$ cat src/rtl/calc_pkg.sv
// Shared widths, operand limits, opcode/state encodings and range helper
// for the calculator execution core.
package calc_pkg;
  localparam int OPW  = 8;
  localparam int RESW = 2 * OPW;
  localparam int CNTW = $clog2(OPW);

  localparam logic signed [RESW-1:0] OPND_MIN = RESW'(-(2 ** (OPW - 1)));
  localparam logic signed [RESW-1:0] OPND_MAX = RESW'(2 ** (OPW - 1) - 1);

  typedef enum logic [1:0] {OP_ADD, OP_SUB, OP_MUL, OP_DIV} op_t;
  typedef enum logic [1:0] {ST_IDLE, ST_WAIT_B, ST_EXEC, ST_FIX} state_t;

  function automatic logic in_range(input logic signed [RESW-1:0] v);
    return (v >= OPND_MIN) && (v <= OPND_MAX);
  endfunction
endpackage

$ cat src/rtl/calc_exec_unit_muldiv.sv
// Iterative unsigned OPW x OPW shift-add multiply and OPW/OPW restoring divide.
// Loads on start, then one step per cycle; done is high during the last step.
module seq_muldiv
  import calc_pkg::*;
(
  input  logic            clk,
  input  logic            rst_n,
  input  logic            start,
  input  op_t             op,
  input  logic [OPW-1:0]  a_mag,
  input  logic [OPW-1:0]  b_mag,
  input  logic [CNTW-1:0] step,
  output logic            done,
  output logic [RESW-1:0] product,
  output logic [OPW-1:0]  quotient,
  output logic [OPW-1:0]  remainder
);
  logic            run;
  logic            is_div;
  logic [RESW-1:0] acc;
  logic [OPW-1:0]  dsr;
  logic [OPW-1:0]  rem;
  logic [OPW:0]    msum;
  logic [OPW:0]    dsh;
  logic            dfit;

  // Multiply keeps the multiplier in the low half of acc; divide keeps the
  // dividend there and shifts quotient bits in behind it.
  assign msum = {1'b0, acc[RESW-1:OPW]} + (acc[0] ? {1'b0, dsr} : '0);
  assign dsh  = {rem, acc[OPW-1]};
  assign dfit = (dsh >= {1'b0, dsr});
  assign done = run && (step == CNTW'(OPW - 1));

  assign product   = acc;
  assign quotient  = acc[OPW-1:0];
  assign remainder = rem;

  always_ff @(posedge clk or negedge rst_n) begin
    if (!rst_n) begin
      run    <= 1'b0;
      is_div <= 1'b0;
      acc    <= '0;
      dsr    <= '0;
      rem    <= '0;
    end else if (start) begin
      run    <= 1'b1;
      is_div <= (op == OP_DIV);
      acc    <= {{OPW{1'b0}}, (op == OP_DIV) ? a_mag : b_mag};
      dsr    <= (op == OP_DIV) ? b_mag : a_mag;
      rem    <= '0;
    end else if (run) begin
      if (done) run <= 1'b0;
      if (is_div) begin
        acc[OPW-1:0] <= {acc[OPW-2:0], dfit};
        rem          <= dfit ? OPW'(dsh - {1'b0, dsr}) : dsh[OPW-1:0];
      end else begin
        acc <= {msum, acc[OPW-1:1]};
      end
    end
  end
endmodule

$ cat src/rtl/calc_exec_unit.sv
// Calculator execution core: edge-detects keys, captures A/B, runs add/sub in
// 1 cycle or mul/div over OPW steps plus a sign-fix cycle; no input backpressure.
module calc_exec_unit
  import calc_pkg::*;
(
  input  logic            clk,
  input  logic            rst_n,
  input  logic [RESW-1:0] operand,
  input  logic            add,
  input  logic            sub,
  input  logic            mult,
  input  logic            div,
  input  logic            start,
  output logic [RESW-1:0] result,
  output logic [OPW-1:0]  remainder,
  output logic            busy,
  output logic            done,
  output logic            error
);
  state_t          state;
  op_t             op_q;
  op_t             op_sel;
  logic [4:0]      keys, key_q, ev;
  logic            op_ev;
  logic [OPW-1:0]  a_q, b_q, a_mag, b_mag;
  logic            a_err_q, fail_q, b_fail, md_start, md_done, neg;
  logic [CNTW-1:0] cnt;
  logic [RESW-1:0] a_ext, b_ext, md_prod, quot_ext;
  logic [OPW-1:0]  md_quot, md_rem;

  assign keys = {start, div, mult, sub, add};
  assign ev   = keys & ~key_q;

  always_comb begin
    op_ev  = |ev[3:0];
    op_sel = OP_DIV;
    if (ev[0])      op_sel = OP_ADD;
    else if (ev[1]) op_sel = OP_SUB;
    else if (ev[2]) op_sel = OP_MUL;
  end

  // B is evaluated straight off the operand bus in the cycle Start is taken.
  assign b_fail   = a_err_q | ~in_range(operand) | ((op_q == OP_DIV) && (operand == '0));
  assign md_start = (state == ST_WAIT_B) && !op_ev && ev[4] && !b_fail &&
                    ((op_q == OP_MUL) || (op_q == OP_DIV));
  assign a_mag    = a_q[OPW-1] ? -a_q : a_q;
  assign b_mag    = operand[OPW-1] ? -operand[OPW-1:0] : operand[OPW-1:0];
  assign a_ext    = {{OPW{a_q[OPW-1]}}, a_q};
  assign b_ext    = {{OPW{b_q[OPW-1]}}, b_q};
  assign neg      = a_q[OPW-1] ^ b_q[OPW-1];
  assign quot_ext = {{OPW{1'b0}}, md_quot};

  seq_muldiv u_muldiv (
    .clk       (clk),
    .rst_n     (rst_n),
    .start     (md_start),
    .op        (op_q),
    .a_mag     (a_mag),
    .b_mag     (b_mag),
    .step      (cnt),
    .done      (md_done),
    .product   (md_prod),
    .quotient  (md_quot),
    .remainder (md_rem)
  );

  always_ff @(posedge clk or negedge rst_n) begin
    if (!rst_n) begin
      state <= ST_IDLE; op_q <= OP_ADD; key_q <= '0;
      a_q <= '0; b_q <= '0; a_err_q <= 1'b0; fail_q <= 1'b0; cnt <= '0;
      result <= '0; remainder <= '0; busy <= 1'b0; done <= 1'b0; error <= 1'b0;
    end else begin
      key_q <= keys;
      done  <= 1'b0;
      if (done) busy <= 1'b0;
      case (state)
        ST_IDLE, ST_WAIT_B: begin
          if (op_ev) begin
            a_q     <= operand[OPW-1:0];
            a_err_q <= ~in_range(operand);
            op_q    <= op_sel;
            state   <= ST_WAIT_B;
          end else if (ev[4] && (state == ST_WAIT_B)) begin
            b_q    <= operand[OPW-1:0];
            fail_q <= b_fail;
            cnt    <= '0;
            busy   <= 1'b1;
            state  <= ST_EXEC;
          end
        end
        ST_EXEC: begin
          cnt <= cnt + 1'b1;
          if (fail_q || (op_q == OP_ADD) || (op_q == OP_SUB)) begin
            result    <= fail_q ? '0 : ((op_q == OP_ADD) ? a_ext + b_ext : a_ext - b_ext);
            remainder <= '0;
            error     <= fail_q;
            done      <= 1'b1;
            state     <= ST_IDLE;
          end else if (md_done) begin
            state <= ST_FIX;
          end
        end
        ST_FIX: begin
          if (op_q == OP_MUL) begin
            result    <= neg ? -md_prod : md_prod;
            remainder <= '0;
          end else begin
            result    <= neg ? -quot_ext : quot_ext;
            remainder <= a_q[OPW-1] ? -md_rem : md_rem;
          end
          error <= 1'b0;
          done  <= 1'b1;
          state <= ST_IDLE;
        end
        default: state <= ST_IDLE;
      endcase
    end
  end
endmodule

$ cat config.mk
export PLATFORM = sky130hd
export DESIGN_NAME = calc_exec_unit
export DESIGN_NICKNAME = d
export VERILOG_FILES = /design/src/rtl/calc_pkg.sv /design/src/rtl/calc_exec_unit_muldiv.sv /design/src/rtl/calc_exec_unit.sv
export SDC_FILE = /design/constraint.sdc
export NUM_CORES = 1
export LEC_CHECK = 0
export ABC_AREA = 1
export CAP_MARGIN = 10
export CORE_ASPECT_RATIO = 1.4
export CORE_UTILIZATION = 39
export DETAILED_ROUTE_END_ITERATION = 10
export HOLD_SLACK_MARGIN = 0.06
export PLACE_DENSITY_LB_ADDON = 0.08
export SLEW_MARGIN = 20
export SYNTH_ARGS = -nofsm -noshare
export SYNTH_HDL_FRONTEND = slang
export SYNTH_SLANG_ARGS = --single-unit
$ cat constraint.sdc
create_clock -name clk -period 2.5 [get_ports clk]
set_input_delay 0.5 -clock clk [delete_from_list [all_inputs] [get_ports clk]]
set_output_delay 0.5 -clock clk [all_outputs]
set_load 0.005 [all_outputs]
; ---- Word-level counts from Yosys, hierarchy flattened
; Index checks and enable logic that the tools add are counted.
[op_classes]
addsub = 10
n_lt_le_gt_ge = 3
n_eq_ne = 13
mux = 46
bitwise_logic = 7
reduce_logical = 29
[op_table]
columns = cell, n
row1 = $mux W16, 8
row2 = $mux W8, 14
row3 = $pmux W16 S2, 1
row4 = $neg A8 Y8, 3
row5 = $ge A16 B8 Y1 const B, 1
row6 = $le A16 B8 Y1 const B, 1
row7 = $logic_not A16 Y1, 1
row8 = $neg A16 Y16, 1
row9 = $neg A8 Y16, 1
row10 = $pmux W8 S2, 1
row11 = $mux W2, 6
row12 = $mux W1, 10
row13 = $reduce_and A2 Y1, 5
row14 = $add A8 B8 Y9, 1
row15 = $add A8 B9 Y9, 1
row16 = $ge A9 B8 Y1, 1
row17 = $sub A8 B8 Y9, 1
row18 = $eq A2 B2 Y1 const B, 4
row19 = $logic_and A1 B1 Y1, 8
row20 = $ne A2 B2 Y1 const B, 4
row21 = $reduce_bool A2 Y1, 4
row22 = $sub A8 B8 Y8, 1
row23 = $mux W3, 2
row24 = $ne A3 B3 Y1 const B, 2
row25 = 17 further kinds, 26
[totals]
register_bits = 91
in_bits = 23
out_inout_bits = 27

; ---- Logic depth before layout (Yosys ltp)
[logic_depth]
depth_word = 10
ltp_mapped = 17

; ---- Cells and area by module
; Synthesis repeated with hierarchy kept, for this count alone.
[hier_totals]
cells_unflattened = 974
area_unflattened_um2 = 6755.2
[modules_own_cells]
columns = module, n_inst, cells_per_inst, area_each_um2
row1 = calc_exec_unit, 1, 604, 4150.2
row2 = seq_muldiv, 1, 370, 2605.0

; ---- Worst setup path before layout
; Ideal clock, no wire load.
[synth_timing]
path_type = flip-flop to flip-flop
start = reg op_q[1]
end = reg result[13]
arrival_time_ps = 2210
slack_ps = 174
path_stages_with_launch = 16
n_path_buf = 0
cell_sequence = dfrtp_1 nor2_1 inv_1 nand2_1 o21ai_0 fa_1 nand2_1 nand2_1 nand2_1 nand2_1 a31oi_1 nand3_1 nand3_1 nand2_1 nand2_1 nand2_1
[synth_between]
elab_chain_len = 5
[synth_rtl]
columns = item, line_no
row1 = start: declaration, calc_exec_unit.sv:21  ; op_t op_q;
row2 = start signal: assignment, calc_exec_unit.sv:81  ; op_q <= op_sel;
row3 = $logic_not A2 Y1, "calc_exec_unit.sv:93, calc_exec_unit.sv:94"
row4 = $mux W16 or $logic_or A1 B1 Y1 (tied branches) (2 in a row), "calc_exec_unit.sv:94, calc_exec_unit.sv:93"
row5 = $mux W16 or $ne A2 B2 Y1 (tied branches), n/a
row6 = $pmux W16 S2 or $reduce_and A2 Y1 (tied branches), n/a
row7 = end signal: assignment, calc_exec_unit.sv:94  ; result <= fail_q ? '0 : ((op_q == OP_ADD) ? a_ext + b_ext : a_ext - b_ext);
row8 = end signal: assignment, calc_exec_unit.sv:105  ; result <= neg ? -md_prod : md_prod;
row9 = end signal: assignment, calc_exec_unit.sv:108  ; result <= neg ? -quot_ext : quot_ext;
row10 = end: declaration, calc_exec_unit.sv:14  ; output logic [RESW-1:0] result,
; Several ways; a longest one is shown, not always the timed one. The select of a mux whose other input is x is not followed.
; A chain may end at the register's enable or synchronous reset.

; ---- Final worst setup path
[layout_timing]
start = reg b_q[2]
end = reg result[12]
[layout_between]
elab_chain_len = 5
[layout_rtl]
columns = item, line_no
row1 = start: declaration, calc_exec_unit.sv:25  ; logic [OPW-1:0] a_q, b_q, a_mag, b_mag;
row2 = start signal: assignment, calc_exec_unit.sv:84  ; b_q <= operand[OPW-1:0];
row3 = $sub A8 B8 Y9 or $add A8 B8 Y9 (tied branches), calc_exec_unit.sv:94
row4 = $mux W16 * (2 in a row), calc_exec_unit.sv:94
row5 = $mux W16 *, calc_exec_unit.sv:93  ; if (fail_q || (op_q == OP_ADD) || (op_q == OP_SUB)) begin
row6 = $pmux W16 S2 *, calc_exec_unit.sv:76  ; case (state)
; Mark *: on every way between the ends. The rest lies on a longest branch, timed or not. The select of a mux whose other input is x is not followed.

==> flow_metrics.py <==
metrics = {
    "outcome": {
        "status": "completed",
    },
    "placement": {
        "hpwl_um": 14300,
        "placed_cell_area_um2": 7470,
        "dp_slack_ps": -6.68,
        "gp_congestion": 0.814,
        "port_buffers": 49,
    },
    "critical_path": {
        "required_ps": 2750,
        "crit_type": "flop to flop",
        "critical_path.top_delay_family": "simple AND/OR/NAND/NOR gates",
        "crit_buf_inv": 1,
        "rr_startpoint": "b_q[2]",
        "cp_slowest_stage_delay_ps": 390,
        "cp_slowest_cell": "dfrtp_1",
        "crit_path_frequent_cell": "nand2_1",
        "critPathLaunchType": "flop",
        "cp_cell_sequence": "nor3_2 -> nand2_1 -> o31ai_2 -> xor2_1 -> ha_1 -> a21oi_2 -> o21ai_2 -> a31oi_1 -> nand3_1 -> nand3_2 -> buf_6 -> nand2_1 -> nand2_1 -> nand2_1",
        "worstSetupEndpointType": "flop",
        "cp-startpoint": "b_q[2]",
        "crit_fanout": 8,
        "cp_data_arrival_time_ps": 2570,
    },
    "floorplanning": {
        "core-area_um2": 16700,
        "initial_core_util": 0.397,
        "die-area_um2": 17500,
        "design.portCount": 50,
        "die_w_um": 112,
        "rows": 56,
        "die_height_um": 156,
    },
    "global_route": {
        "grt_pass1_wl_um": 30600,
        "antenna_found_initial": 0,
        "grt_pass1_vias": 6008,
        "grtUsageMet2": 0.399,
        "grt-ovfl-total": 0,
        "grt_max_degree": 92,
        "grt-busiest-layer": "met2",
        "grt_usage": 0.224,
        "grtUsageMet3": 0.0268,
        "use_met1": 0.279,
    },
    "synthesis": {
        "syn_nets": 1012,
        "synth_edf_count": 0,
        "synth.cell_area_um2": 6620,
        "ys_ff_latch": 91,
        "yosys_warnings": 0,
        "ys_async_sr_fraction": 1.00,
        "synthCells": 954,
        "avgSynthCellArea_um2": 6.93,
        "ys_seq_area_frac": 0.344,
        "ys_types": 47,
        "synthFlopType": "dfrtp_1",
    },
    "power_and_ir_drop": {
        "p_int_mw": 4.58,
        "powerDensity_nw_per_um2": 1040,
        "combPwrFrac": 0.542,
        "finalPower_mw": 8.17,
        "peakVddDrop_mv": 0.802,
        "pwr-share-seq": 0.274,
        "switching_share": 0.440,
        "power_leakage_nw": 3.87,
        "clock_power_share": 0.185,
        "p_sw_mw": 3.60,
    },
    "drt": {
        "drt_iter0_drc": 289,
        "wire_per_inst_um": 14.7,
        "wl_um": 18100,
        "num_vias": 6161,
        "drtAntennaViolNets": 0,
        "route.detailed.drc": 0,
        "detail_route.vias_per_cell": 5.00,
        "firstDrtPassIters": 5,
    },
    "clocking": {
        "postCtsHoldBufs": 0,
        "cts-buffers-inserted": 9,
        "numClockSinks": 91,
        "htreeDepth": 3,
        "cts_tree": "built",
        "root_buffer": "clkbuf_16",
        "ctsLongestPathBuffers": 2,
        "path_clk_slew_ps": 70,
        "insertion_delay_ps": 350,
    },
    "cells_and_area": {
        "layout.nets": 1082,
        "drive_gt1_frac": 0.0972,
        "antenna_cells": 0,
        "post-route-cell-area_um2": 7870,
        "syn2layout_area_growth_pct": 19.0,
        "num-fill-cells": 1763,
    },
    "sta": {
        "setup_viol": 0,
        "rsz0062_at_grt": "true",
        "slew_violations": 0,
        "slew-limit-headroom": 0.613,
        "max_freq_mhz": 430,
        "fin_crit_sh": 0.931,
        "holdWs_ps": 121,
        "fin_ws_ps": 173,
        "setup_tns_ps": 0,
        "post-route-min-period_ps": 2330,
        "tightest_slew_ps": 580,
        "hold_viol": 0,
        "skew_ps": 6.73,
    },
    "min_path": {
        "hp-class": "input port to async pin",
    },
    "job": {
        "max_cap_violations": 0,
    },
}
[Yosys cell counts, types with 2 or more instances]
cell type | n | share of area
buf_4 | 5 | 0.0057
o31ai_1 | 2 | 0.0023
nand4_1 | 11 | 0.010
nand2_2 | 3 | 0.0028
nor2_2 | 5 | 0.0047
mux2i_1 | 2 | 0.0030
o21ai_2 | 2 | 0.0026
a31oi_1 | 8 | 0.0076
nand3b_1 | 6 | 0.0068
ha_1 | 32 | 0.061
o21ai_0 | 77 | 0.058
dfrtp_1 | 91 | 0.34
nor2_1 | 72 | 0.041
buf_6 | 4 | 0.0068
xor2_1 | 21 | 0.028
inv_2 | 4 | 0.0023
clkbuf_1 | 8 | 0.0045
a21oi_1 | 38 | 0.029
nand3_1 | 62 | 0.047
buf_1 | 3 | 0.0017
o211ai_2 | 6 | 0.011
buf_2 | 7 | 0.0053
o211ai_1 | 8 | 0.0091
inv_1 | 114 | 0.065
xnor2_1 | 6 | 0.0079
nand2_1 | 307 | 0.17
nor3_1 | 13 | 0.0098
or2_2 | 2 | 0.0019
nor2_4 | 2 | 0.0034
o21ai_1 | 13 | 0.0098
o22ai_1 | 2 | 0.0019
fa_1 | 3 | 0.0091
[repair_timing]
action | CTS | global route
setup buffers | 0 | 2
endpoints found under the setup margin | 6 | 11
resized for setup | 1 | 17
pin swaps | 0 | 8
[power by group through the flow]
stage / clock network (mW) / registers (mW) / logic (mW)
after floorplan: 0 / 2.16 / 2.82
after global placement: 0 / 2.26 / 4.22
after detailed placement: 0 / 2.27 / 4.24
after CTS: 1.55 / 2.24 / 4.26
after global routing: 1.60 / 2.29 / 5.14
final: 1.51 / 2.24 / 4.43
[routing by layer]
layer	vias up	routed length, um
met5	-	0
met4	0	401
met3	23	325
met2	56	9330
met1	2842	7990
li1	3240	-
[placed cells by master, fill, tap and decap left out, types with 2 or more instances in the layout]
cell type / instances
o22ai_1: 2
xor2_1: 21
nand2_1: 302
clkinv_4: 2
xnor2_1: 6
fa_1: 2
o211ai_2: 6
ha_1: 32
dfrtp_1: 91
o211ai_1: 8
bufinv_16: 2
buf_4: 36
nor2_4: 2
clkbuf_16: 9
inv_2: 4
nor3_2: 3
o21ai_1: 13
o21ai_2: 4
nand3b_1: 6
clkdlybuf4s50_1: 48
nand2_2: 8
nor2_1: 70
a31oi_1: 8
nand4_1: 11
inv_1: 114
nor2_2: 7
a21oi_1: 37
nor3_1: 11
o21ai_0: 75
or2_2: 2
mux2i_1: 2
nand3_1: 61
clkinvlp_4: 2
[per-stage QoR]
| stage | util | cells |
|---|---|---|
| final | 0.472 | 1232 |
| after global routing | 0.472 | 1232 |
| after CTS | 0.468 | 1230 |
| after detailed placement | 0.448 | 1214 |
| after global placement | 0.448 | 1214 |
| after floorplan | - | 954 |
[flip-flops by register name (all words and copies together), names as in the netlist]
| register | count |
|---|---|
| result | 16 |
| u_muldiv.dsr | 8 |
| a_err_q | 1 |
| u_muldiv.product | 16 |
| op_q | 2 |
| busy | 1 |
| u_muldiv.is_div | 1 |
| cnt | 3 |
| b_q | 8 |
| u_muldiv.remainder | 8 |
| key_q | 5 |
| a_q | 8 |
| u_muldiv.run | 1 |
| state | 2 |
| done | 1 |
| error | 1 |
| fail_q | 1 |
| remainder | 8 |
[area by class of cell]
type	instances	area [um2]	area share
Clock buffer	9	225	0.0286
Clock inverter	7	101	0.0129
Inverter	119	448	0.0569
Multi-Input combinational cell	717	3780	0.481
Sequential cell	91	2280	0.289
Tap cell	203	254	0.0323
Timing Repair Buffer	86	782	0.0994
[final timing paths]
path / end / slack (ps) / cells past startpoint
min: result[11] / 120 / 2
min in group clk: result[12] / 480 / 2
min reg2reg: result[12] / 480 / 2
max in group asynchronous: u_muldiv.product[10] / 1870 / 2
max reg2reg: result[12] / 170 / 14
max: result[12] / 170 / 14
[cell families after synthesis]
family                     after synthesis  share of synthesized area
buffers and inverters                  146                     0.0917
AOI/OAI and AO/OA                      164                      0.143
and+or+nand+nor                        489                      0.313
xor gates and xnor gates                27                     0.0357
DFF                                     91                      0.344
muxes                                    2                    0.00303
adders and majority gates               35                     0.0696
No activity file was read; power rests on OpenSTA's default activity.
